### config.mk
export PLATFORM = sky130hd
export DESIGN_NAME = eth_phy_10g_rx_ber_mon
export DESIGN_NICKNAME = d
export VERILOG_FILES = /design/src/rtl/eth_phy_10g_rx_ber_mon_pkg.sv /design/src/rtl/eth_sat_counter.sv /design/src/rtl/eth_phy_10g_rx_ber_mon.sv
export SDC_FILE = /design/constraint.sdc
export NUM_CORES = 1
export LEC_CHECK = 0
export CAP_MARGIN = 20
export CORE_ASPECT_RATIO = 0.8
export CORE_MARGIN = 2
export CORE_UTILIZATION = 57
export DETAILED_ROUTE_END_ITERATION = 8
export PLACE_DENSITY = 0.84
export SYNTH_ARGS = -nofsm -noshare
export SYNTH_HDL_FRONTEND = slang
export SYNTH_SLANG_ARGS = --single-unit
### constraint.sdc
create_clock -name clk -period 4.35 [get_ports clk]
set_input_delay 0.87 -clock clk [delete_from_list [all_inputs] [get_ports clk]]
set_output_delay 0.87 -clock clk [all_outputs]
set_load 0.1 [all_outputs]
### src/rtl/eth_phy_10g_rx_ber_mon_pkg.sv
// rtl/eth_phy_10g_rx_ber_mon_pkg.sv - shared 10GBASE-R sync header constants and defaults
package eth_phy_10g_rx_ber_mon_pkg;

  localparam int SYNC_HDR_WIDTH  = 2;
  localparam logic [1:0] SYNC_DATA = 2'b01;
  localparam logic [1:0] SYNC_CTRL = 2'b10;

  localparam int COUNT_125US_DEF = 19531;
  localparam int BER_THRESH_DEF  = 16;
  localparam int TOTAL_WIDTH_DEF = 22;

  function automatic logic sync_hdr_ok(input logic [1:0] hdr);
    return (hdr == SYNC_DATA) || (hdr == SYNC_CTRL);
  endfunction

endpackage

### src/rtl/eth_sat_counter.sv
// rtl/eth_sat_counter.sv - saturating up-counter with clear-over-increment priority
module eth_sat_counter #(
  parameter int WIDTH = 8,
  parameter logic [WIDTH-1:0] MAX = '1
) (
  input  logic             clk,
  input  logic             i_rst,
  input  logic             i_clr,
  input  logic             i_inc,
  output logic [WIDTH-1:0] o_count
);

  logic [WIDTH-1:0] r_count;

  // A clear in the same cycle as an increment leaves the new event counted.
  always_ff @(posedge clk) begin
    if (i_rst) begin
      r_count <= '0;
    end else if (i_clr) begin
      r_count <= WIDTH'(i_inc);
    end else if (i_inc && (r_count != MAX)) begin
      r_count <= r_count + WIDTH'(1);
    end
  end

  assign o_count = r_count;

endmodule

### src/rtl/eth_phy_10g_rx_ber_mon.sv
// rtl/eth_phy_10g_rx_ber_mon.sv - 10GBASE-R RX BER monitor: windowed invalid sync header counting
module eth_phy_10g_rx_ber_mon
  import eth_phy_10g_rx_ber_mon_pkg::*;
#(
  parameter int HDR_WIDTH   = SYNC_HDR_WIDTH,
  parameter int COUNT_125US = COUNT_125US_DEF,
  parameter int BER_THRESH  = BER_THRESH_DEF,
  parameter int TOTAL_WIDTH = TOTAL_WIDTH_DEF
) (
  input  logic                              clk,
  input  logic                              i_rst,
  input  logic                              i_rx_block_lock,
  input  logic [HDR_WIDTH-1:0]              i_serdes_rx_hdr,
  input  logic                              i_hdr_valid,
  input  logic                              i_clr_stats,
  output logic                              o_rx_high_ber,
  output logic [$clog2(BER_THRESH+1)-1:0]   o_ber_count,
  output logic [TOTAL_WIDTH-1:0]            o_err_total
);

  localparam int TIMER_W = (COUNT_125US > 1) ? $clog2(COUNT_125US) : 1;
  localparam int CNT_W   = $clog2(BER_THRESH + 1);
  localparam logic [TIMER_W-1:0] TIMER_LAST = TIMER_W'(COUNT_125US - 1);

  localparam logic [1:0] ST_INIT   = 2'd0;
  localparam logic [1:0] ST_WINDOW = 2'd1;
  localparam logic [1:0] ST_HI_BER = 2'd2;

  logic [1:0]         r_state;
  logic [TIMER_W-1:0] r_timer;
  logic               r_hi_ber;

  logic               w_bad_sh;
  logic               w_in_window;
  logic               w_terminal;
  logic               w_eff_hit;
  logic               w_ber_clr;
  logic               w_ber_inc;
  logic [CNT_W-1:0]   w_ber_count;

  assign w_bad_sh    = i_hdr_valid & i_rx_block_lock & ~sync_hdr_ok(i_serdes_rx_hdr);
  assign w_in_window = (r_state == ST_WINDOW) || (r_state == ST_HI_BER);
  assign w_terminal  = w_in_window && (r_timer == TIMER_LAST);
  assign w_eff_hit   = ({1'b0, w_ber_count} + {{CNT_W{1'b0}}, w_bad_sh}) >= (CNT_W+1)'(BER_THRESH);

  // A bad header on the terminal cycle belongs to the closing window, so the
  // window counter clears to 0 there instead of restarting at 1.
  assign w_ber_clr = ~w_in_window | ~i_rx_block_lock | w_terminal;
  assign w_ber_inc = w_bad_sh & ~w_ber_clr;

  always_ff @(posedge clk) begin
    if (i_rst || !i_rx_block_lock) begin
      r_state  <= ST_INIT;
      r_timer  <= '0;
      r_hi_ber <= 1'b0;
    end else begin
      case (r_state)
        ST_INIT: begin
          r_state  <= ST_WINDOW;
          r_timer  <= '0;
          r_hi_ber <= 1'b0;
        end
        ST_WINDOW, ST_HI_BER: begin
          r_timer <= w_terminal ? '0 : r_timer + TIMER_W'(1);
          if (w_eff_hit) begin
            r_state  <= ST_HI_BER;
            r_hi_ber <= 1'b1;
          end else if (w_terminal) begin
            r_state  <= ST_WINDOW;
            r_hi_ber <= 1'b0;
          end
        end
        default: begin
          r_state  <= ST_INIT;
          r_timer  <= '0;
          r_hi_ber <= 1'b0;
        end
      endcase
    end
  end

  eth_sat_counter #(
    .WIDTH (CNT_W),
    .MAX   (CNT_W'(BER_THRESH))
  ) u_ber_cnt (
    .clk     (clk),
    .i_rst   (i_rst),
    .i_clr   (w_ber_clr),
    .i_inc   (w_ber_inc),
    .o_count (w_ber_count)
  );

  eth_sat_counter #(
    .WIDTH (TOTAL_WIDTH)
  ) u_err_total (
    .clk     (clk),
    .i_rst   (i_rst),
    .i_clr   (i_clr_stats),
    .i_inc   (w_bad_sh),
    .o_count (o_err_total)
  );

  assign o_rx_high_ber = r_hi_ber;
  assign o_ber_count   = w_ber_count;

endmodule
# ---- After elaboration in Yosys (flattened, before gate mapping)
# Index checks and enable logic that the tools add are counted.
dict set report word_totals {
  input_bits 7
  wordCells 55
  output_inout_bits 28
  reg_bits 45
}
dict set report classes {
  reduce_logical 16
  order_cmp 1
  bitwise 10
  n_eq_ne 8
  n_mux 9
  addsub 4
}
# op count
set ops {}
lappend ops {{$add A22 B1 Y22 const B} 1}
lappend ops {{$ne A22 B22 Y1 const B} 1}
lappend ops {{$add A15 B1 Y15 const B} 1}
lappend ops {{$eq A15 B15 Y1 const B} 1}
lappend ops {{$reduce_or A2 Y1} 4}
lappend ops {{$add A5 B1 Y6} 1}
lappend ops {{$ge A6 B5 Y1 const B} 1}
lappend ops {{$mux W1} 6}
lappend ops {{$reduce_bool A2 Y1} 3}
lappend ops {{$add A5 B1 Y5 const B} 1}
lappend ops {{$ne A5 B5 Y1 const B} 1}
lappend ops {{$not A1 Y1} 5}
lappend ops {{$eq A2 B1 Y1 const B} 2}
lappend ops {{$eq A2 B2 Y1 const B} 2}
lappend ops {{$mux W2} 2}
lappend ops {{$pmux W2 S2} 1}
lappend ops {{$and A1 B1 Y1} 3}
lappend ops {{$logic_and A1 B1 Y1} 3}
lappend ops {{$logic_or A1 B1 Y1} 3}
lappend ops {{$ne A3 B3 Y1 const B} 1}
lappend ops {{$reduce_or A3 Y1} 1}
lappend ops {{$logic_not A2 Y1} 1}
lappend ops {{$or A1 B1 Y1} 2}
lappend ops {{$logic_not A1 Y1} 1}

# ---- Longest topological paths before layout
# Gate-level depths: netlist (run 1).
dict set report logic_depth {
  word_depth 10
  depth_mapped 8
  depth_no_buf 7
}

# ---- Hierarchy
# A second synthesis (run 1) with hierarchy kept.
dict set report unflattened {
  cells_unflattened 263
  hier_area_um2 2388.5
}
# module seq_area_each_um2 area_per_inst_um2 cells_per_inst instances
set by_module_without_submodules {}
lappend by_module_without_submodules {{eth_sat_counter at u_err_total} 440.4 1191.1 132 1}
lappend by_module_without_submodules {eth_phy_10g_rx_ber_mon 360.3 907.1 101 1}
lappend by_module_without_submodules {{eth_sat_counter at u_ber_cnt} 100.1 290.3 30 1}

# ---- Worst setup path before layout (run 1)
# OpenSTA, ideal clock, no wires.
dict set report synth_timing {
  path_type {reg2reg}
  from {register u_err_total.r_count[0], in the netlist u_err_total.o_count[0]}
  to {register u_err_total.r_count[4], in the netlist u_err_total.o_count[4]}
  setup_slack_ns 1.910
  path_buffers 1
  setup_time_ns 0.116
  required_ns 4.234
  arrival_ns 2.323
  path_stages_with_launch 7
  path_cell_list {dfxtp_1 ha_1 nand2_1 nor3_1 clkbuf_1 a21oi_1 a31o_2}
}
dict set report synth_between {
  elab_chain_cells 2
  word_cells_on_any_way 3
  cone_classes {add/sub: 1; eq/ne: 1; reduce/logical: 1}
}
# element line_no
set synth_lines {}
lappend synth_lines {{start: declaration} eth_sat_counter.sv:13} ;# logic [WIDTH-1:0] r_count;
lappend synth_lines {{start signal: assignment} eth_sat_counter.sv:20} ;# r_count <= WIDTH'(i_inc);
lappend synth_lines {{start signal: assignment} eth_sat_counter.sv:22} ;# r_count <= r_count + WIDTH'(1);
lappend synth_lines {{branches (longest 2 deep; another with $add A22 B1 Y22)} -}
# Several ways; the timed one is not identified.
# A chain may end at the register's enable or synchronous reset.

# ---- Worst setup path in the final report (run 1)
dict set report layout_timing {
  from {register u_err_total.r_count[3], in the netlist u_err_total.o_count[3]}
  to {output o_err_total[3]}
}
# element line_no
set layout_lines {}
lappend layout_lines {{end: declaration} eth_phy_10g_rx_ber_mon.sv:18} ;# output logic [TOTAL_WIDTH-1:0] o_err_total
# No word-level cell between the ends.

==> reports/qor.csv, run 1 <==
metric,value,unit
largest net degree at the start of global routing,21,
area delta synth->final,20.5,%
"Critical Path, Cell by Cell",clkdlybuf4s50_1,
DRC errors left,0,
Crit path max-delay family,buffers and inverters,
sequential share of power,59.1,%
type of destination of the critical path,output pin,
number of buffers added by the clock tree synthesis step,5,
# diodes,0,
final max-slew violation count,0,
combined area of the multi-input logic cells,1190,sq um
initial cell density of the core,58.2,%
Worst R2R Start,r_timer[12],
number of detailed-route iterations in the first pass,4,
"Net count, final",307,
capturing point of the worst reg2reg path,r_timer[3],
routed wire length,4410,microns
"Min Clock Period, post-route",2840,ps
Post-Synthesis Cell Area,2170,sq um
clock latency of the later-clocked register in the worst-skew pair,290,ps
cell at the root of the clock tree,sky130_fd_sc_hd__clkbuf_8,
number of unique standard cell types used by synthesis,36,
post-CTS setup buffer count,0,
largest clock skew in the final design,9.43,ps
floorplan die width,73.0,microns
Crit path largest cell delay,1190,ps
relative max-transition margin,34.4,%
Buf/Inv on CP,1,
MaxCap Viol Count,0,
hold path startpoint,o_rx_high_ber,
critical path's slowest cell,sky130_fd_sc_hd__clkdlybuf4s50_1,
peak supply drop,0.221,mV
vias in the first global route,1665,
Internal Dissipation,537,uW
Highest Clock Rate,352,MHz
CP Max Fanout,8,
startpoint type of the worst setup path,flip-flop,
Avg Inst Size Synth,8.34,sq um
number of fill cells in the layout,292,
count of hold-fix buffers inserted at cts,0,
type of the worst setup path,flip-flop to output pin,
Std-Cell Core Area,3730,sq um
synthesis warning total,0,
combinational share of power,4.2,%
H-tree depth reported by CTS,2,
switching power,164,uW
final setup vio count,0,
type of the tightest min-delay check,flip-flop to flip-flop,
number of antenna-violating nets in the routed design,0,
switching fraction of total power,23.4,%
hpwl dp,3220,microns
post-DR wirelength/cell,13.1,microns
standard-cell rows,20,
clock edge transition at the registers on the reported setup and hold paths,90,ps
count of instances resized after the clock tree is built,0,
global-route wire length before repair,7400,microns
"Endpoint, Worst Hold",o_rx_high_ber,
Cells after Synth,260,
routed vias,1918,
Cell Pwr Density,268,nW/um^2
final total negative setup slack,0,ps
Worst Reg2Reg Path Length in Cells,4,
number of sinks driven by the clock tree,45,
Final Hold Vio Count,0,
register area,901,sq um
critical path required time,3480,ps
unrepaired setup endpoints after global routing,no,
Final Cycle Share,65.3,%
total routing resource utilization after global routing,21.8,%
clock tree from TritonCTS,yes,
Final Wtd Congestion,0.826,
"commonest cells after routing, fill and taps aside","45 x sky130_fd_sc_hd__dfxtp_1, 35 x sky130_fd_sc_hd__nor2_1, 34 x sky130_fd_sc_hd__clkdlybuf4s50_1",
transition time at the pin with the least slew margin,980,ps
Vert. Die Dim,59.2,microns
I/O pins,35,
gr ovfl total,0,
share of layout cells above drive strength 1,3.40,%
synthesized flop and latch total,45,
Layout Utilization,70.1,%
R2R setup slack,1920,ps
"most common cell after layout, fill and taps aside",sky130_fd_sc_hd__dfxtp_1,
Die ar.,4320,sq um
syn nets,274,
Pleak,0.825,nW
part of the total power dissipated in the clock network,36.7,%
IO buf count,34,
Iter 0 DRT Violations,66,
"Arr. time, crit path",1970,ps
sequential-to-total area share from yosys stat,41.5,%
vias per cell,5.67,
Hold Path Depth,2,
Bufs on Longest Clock Path,2,
antenna violations before repair,0,
status,"complete, no violations",
[layer usage]
metal / GRT usage [%] / vias to the layer above / wire, microns
met5: 0 / - / 0
met4: 5.82 / 0 / 19
met3: 4.93 / 5 / 185
met2: 34.4 / 42 / 1980
met1: 30.2 / 889 / 2230
li1: - / 982 / -
[worst register-to-register path, stage by stage, from the launching register on]
cell	delay (ps)
sky130_fd_sc_hd__dfxtp_1	360
sky130_fd_sc_hd__or4b_1	530
sky130_fd_sc_hd__or4_1	660
sky130_fd_sc_hd__nand3_1	630
sky130_fd_sc_hd__nor2_1	120
[how the worst max path moves through the flow]
stage	start	endpoint	slack, ps	cells past startpoint
after global routing	u_err_total.o_count[3]	o_err_total[3]	1450	1
after floorplan	u_err_total.o_count[0]	u_err_total.o_count[4]	1910	6
after detailed placement	i_serdes_rx_hdr[1]	u_err_total.o_count[11]	1470	6
after global placement	i_serdes_rx_hdr[1]	u_err_total.o_count[13]	1560	6
final	u_err_total.o_count[3]	o_err_total[3]	1510	1
after CTS	u_err_total.o_count[3]	o_err_total[3]	1500	1
[Yosys cell counts, drive strengths merged]
library cell | n | area [sq um]
a211o | 1 | 8.76
a211oi | 1 | 7.51
a21o | 2 | 15.0
a21oi | 16 | 80.1
a31o | 1 | 8.76
a31oi | 3 | 18.8
and2 | 3 | 18.8
and3 | 4 | 25.0
and4 | 4 | 35.0
buf | 3 | 20.0
clkbuf | 6 | 22.5
dfxtp | 45 | 901
ha | 7 | 87.6
inv | 9 | 33.8
mux2i | 3 | 30.0
nand2 | 21 | 78.8
nand3 | 16 | 80.1
nand4 | 11 | 68.8
nand4b | 2 | 17.5
nand4bb | 1 | 11.3
nor2 | 35 | 131
nor2b | 2 | 12.5
nor3 | 5 | 25.0
nor3b | 2 | 15.0
nor4 | 6 | 37.5
nor4b | 1 | 8.76
o21ai | 11 | 55.1
o311ai | 1 | 8.76
or2 | 1 | 6.26
or3 | 9 | 56.3
or4 | 2 | 15.0
or4b | 1 | 10.0
xnor2 | 18 | 158
xor2 | 7 | 61.3
[final cells by class]
cell class                 instances  share of cell area, %
inverter                           9                   1.29
clock inverter                     2                  0.574
clock buffer                       6                   2.78
timing repair buffer              35                   13.2
sequential                        45                   34.4
tap                               44                   2.11
multi-input combinational        197                   45.6
[power groups by stage]
| stage | sequential [mW] | combinational, mW | clock, mW |
|---|---|---|---|
| after floorplan | 0.429 | 0.0148 | 0 |
| after global placement | 0.424 | 0.0291 | 0 |
| after detailed placement | 0.424 | 0.0297 | 0 |
| after CTS | 0.415 | 0.0300 | 0.262 |
| after global routing | 0.415 | 0.0326 | 0.279 |
| final | 0.415 | 0.0298 | 0.257 |
[sequential cells by signal, summed over array words and instances, names as in the netlist]
register / cells
r_state: 2
r_timer: 15
u_err_total.o_count: 22
u_ber_cnt.o_count: 5
o_rx_high_ber: 1
[stage by stage]
step | instances | area, sq um | power [mW] | setup WS, ps | hold slack [ps]
global placement | 329 | 2520 | 0.454 | 1560 | 445
CTS | 337 | 2610 | 0.706 | 1500 | 462
global route | 338 | 2620 | 0.727 | 1450 | 491
floorplan | 260 | 2170 | 0.444 | 1910 | 430
detailed placement | 329 | 2520 | 0.454 | 1470 | 450
finish | 338 | 2620 | 0.702 | 1510 | 459
[kinds of logic (layout without fill, tap and decap cells)]
kind of cell | after synthesis | in the layout | share of synthesized area, %
fa+ha+maj | 7 | 7 | 4.04
buf+inv | 18 | 52 | 3.52
xor+xnor | 25 | 25 | 10.1
flops | 45 | 45 | 41.5
simple gates | 126 | 126 | 30.1
mux | 3 | 3 | 1.38
compound gates | 36 | 36 | 9.34
Note: power is estimated with default switching activity, not from simulation.
==> run 2, diff against run 1 <==
--- a/config.mk
+++ b/config.mk
@@ -8,9 +8,9 @@
 export CAP_MARGIN = 20
 export CORE_ASPECT_RATIO = 0.8
 export CORE_MARGIN = 2
-export CORE_UTILIZATION = 57
+export CORE_UTILIZATION = 48
 export DETAILED_ROUTE_END_ITERATION = 8
-export PLACE_DENSITY = 0.84
+export PLACE_DENSITY = 0.76
 export SYNTH_ARGS = -nofsm -noshare
 export SYNTH_HDL_FRONTEND = slang
 export SYNTH_SLANG_ARGS = --single-unit
==> constraint.sdc (replaced) <==
create_clock -name clk -period 2.6 [get_ports clk]
set_input_delay 0.52 -clock clk [delete_from_list [all_inputs] [get_ports clk]]
set_output_delay 0.52 -clock clk [all_outputs]
set_load 0.1 [all_outputs]
==> run 2 against run 1 <==
Compared with the run above: final cell count rose by 4.1%; critical path type is now input port to flip-flop; first-iteration DRC count rose by 9.1%; wire length fell by 1.4%; sequential cell count did not move.
==> reports/qor.csv, run 2 (synthesized netlist as in run 1, its figures left out) <==
metric,value,unit,change
worst setup path endpoint,u_err_total.o_count[13],,
global-route wire length before repair,7540,microns,+1.9%
Worst Reg2Reg Path Length in Cells,5,,+1
number of detailed-route iterations in the first pass,4,,unchanged
"Min Clock Period, post-route",2250,ps,
DRC errors left,0,,unchanged
Highest Clock Rate,445,MHz,
part of the total power dissipated in the clock network,35.0,%,-1.7 points
"Net count, final",310,,+0.98%
R2R setup slack,390,ps,-1530 ps
count of hold-fix buffers inserted at cts,0,,unchanged
Pleak,0.899,nW,+8.9%
Final Cycle Share,86.4,%,
Worst R2R Start,r_timer[12],,
total placed instance area,2500,sq um,-0.94%
type of the worst setup path,input port to flip-flop,,
Crit path largest cell delay,410,ps,-780 ps
capturing point of the worst reg2reg path,r_timer[14],,
Std-Cell Core Area,4260,sq um,+14%
unrepaired setup endpoints after global routing,no,,
sequential share of power,60.7,%,+1.6 points
final max-slew violation count,0,,unchanged
largest net degree at the start of global routing,21,,unchanged
transition time at the pin with the least slew margin,447,ps,-534 ps
share of layout cells above drive strength 1,13.6,%,+10 points
routed wire length,4350,microns,-1.4%
clock tree from TritonCTS,yes,,
H-tree depth reported by CTS,2,,unchanged
# diodes,0,,unchanged
hpwl dp,3220,microns,about the same
number of flip-flops under the largest register name,22,,unchanged
Final Wtd Congestion,0.825,,-0.18%
post-CTS setup buffer count,0,,unchanged
cell at the root of the clock tree,sky130_fd_sc_hd__clkbuf_8,,
status,"complete, no violations",,
relative max-transition margin,70.0,%,+36 points
area delta synth->final,18.6,%,
type of the tightest min-delay check,flip-flop to flip-flop,,
switching power,257,uW,+56%
"commonest cells after routing, fill and taps aside","45 x sky130_fd_sc_hd__dfxtp_1, 35 x sky130_fd_sc_hd__nor2_1, 32 x sky130_fd_sc_hd__buf_4",,
initial cell density of the core,51.0,%,-7.2 points
Cell Pwr Density,445,nW/um^2,+66%
Die ar.,5080,sq um,+18%
design area,2570,sq um,-1.6%
gr ovfl total,0,,unchanged
number of fill cells in the layout,399,,+37%
Internal Dissipation,887,uW,+65%
Layout Utilization,60.4,%,-9.7 points
clock edge transition at the registers on the reported setup and hold paths,80,ps,about the same
MaxCap Viol Count,0,,unchanged
post-DR wirelength/cell,12.4,microns,-5.3%
number of buffers added by the clock tree synthesis step,5,,unchanged
post-placement cell count,346,,+5.2%
peak supply drop,0.196,mV,-11%
final total negative setup slack,0,ps,unchanged
clock latency of the later-clocked register in the worst-skew pair,290,ps,about the same
critical path startpoint,i_serdes_rx_hdr[1],,
Vert. Die Dim,64.1,microns,+8.4%
routed vias,1907,,-0.57%
standard-cell rows,21,,+5.0%
CP Max Fanout,7,,-1
"Critical Path, Cell by Cell",clkdlybuf4s50_1 > xnor2_1 > nand3_1 > a21o_1 > or3_1 > a21oi_1,,
largest clock skew in the final design,5.88,ps,-3.55 ps
Iter 0 DRT Violations,72,,+9.1%
type of destination of the critical path,flip-flop,,
final instance count without filler cells,352,,+4.1%
Bufs on Longest Clock Path,2,,unchanged
final setup vio count,0,,unchanged
Final Hold Vio Count,0,,unchanged
I/O pins,35,,unchanged
number of sinks driven by the clock tree,45,,unchanged
critical path's slowest cell,sky130_fd_sc_hd__clkdlybuf4s50_1,,
count of instances resized after the clock tree is built,0,,unchanged
antenna violations before repair,0,,unchanged
floorplan die width,79.2,microns,+8.5%
switching fraction of total power,22.5,%,-0.95 points
vias in the first global route,1735,,+4.2%
vias per cell,5.42,,-4.5%
"Arr. time, crit path",2480,ps,+510 ps
IO buf count,34,,unchanged
total power consumption of the routed design,1.14,mW,+63%
total routing resource utilization after global routing,18.5,%,-3.2 points
combinational share of power,4.4,%,+0.2 points
"most common cell after layout, fill and taps aside",sky130_fd_sc_hd__dfxtp_1,,
startpoint type of the worst setup path,input port,,
number of antenna-violating nets in the routed design,0,,unchanged
critical path required time,2830,ps,-650 ps
==> run 2: cell count changes in the layout (fill, tap and decap cells not counted) <==
cell	change
sky130_fd_sc_hd__buf_4	+32
sky130_fd_sc_hd__clkdlybuf4s50_1	-28
sky130_fd_sc_hd__clkinvlp_4	-2
sky130_fd_sc_hd__buf_2	-1
sky130_fd_sc_hd__clkbuf_1	-1
sky130_fd_sc_hd__clkinv_2	+1
==> run 2: cell type report <==
class,count,area (sq um),share of cell area (%)
Inverter,9,33.8,1.31
Sequential cell,45,901,35.0
Tap cell,57,71.3,2.77
Clock inverter,1,5.00,0.195
Clock buffer,5,68.8,2.68
Timing Repair Buffer,38,300,11.7
Multi-Input combinational cell,197,1190,46.4
==> run 2: worst max-delay path: cells and delay by family <==
kind / cells / cell delay (ps)
buffers and inverters: 1 / 410
AO/OA/AOI/OAI: 2 / 450
XOR/XNOR: 1 / 400
AND/OR/NAND/NOR: 2 / 690
==> run 2: routing by layer <==
metal	part of all wire [%]	GRT usage, %	vias to the layer above	wire length, microns
met5	0	0	-	0
met2	44	28.2	29	1910
li1	-	-	987	-
met4	0.97	5.60	0	42
met3	3.8	4.80	6	164
met1	51	25.8	885	2230
==> run 2: power groups by stage <==
stage / Sequential, mW / Clock [mW] / Combinational (mW)
2_1_floorplan: 0.717 / 0 / 0.0248
3_3_place_gp: 0.710 / 0 / 0.0499
3_5_place_dp: 0.710 / 0 / 0.0504
4_1_cts: 0.694 / 0.415 / 0.0506
5_1_grt: 0.694 / 0.445 / 0.0548
6_report: 0.694 / 0.400 / 0.0502
==> run 2: per-stage QoR <==
step           worst slack (ps)  hold WS, ps
2_1_floorplan               160          430
4_1_cts                     354          470
3_3_place_gp                137          440
6_report                    354          464
3_5_place_dp               47.5          451
5_1_grt                     195          484
==> run 2: worst min path at each step <==
stage | startpoint | slack, ps | to | cells past startpoint
after global routing | r_timer[0] | 480 | r_timer[0] | 1
after global placement | r_timer[0] | 440 | r_timer[0] | 1
after CTS | r_timer[0] | 470 | r_timer[0] | 1
after floorplan | r_timer[0] | 430 | r_timer[0] | 1
final | o_rx_high_ber | 460 | o_rx_high_ber | 2
after detailed placement | r_timer[0] | 450 | r_timer[0] | 1
==> run 3, diff against run 2 <==
--- a/config.mk
+++ b/config.mk
@@ -9,6 +9,7 @@
 export CORE_ASPECT_RATIO = 0.8
 export CORE_MARGIN = 2
 export CORE_UTILIZATION = 48
+export CTS_CLUSTER_DIAMETER = 30
 export DETAILED_ROUTE_END_ITERATION = 8
 export PLACE_DENSITY = 0.76
 export SYNTH_ARGS = -nofsm -noshare
==> results of run 3 <==
Final layout, timing and power as in run 2 (identical DEF).
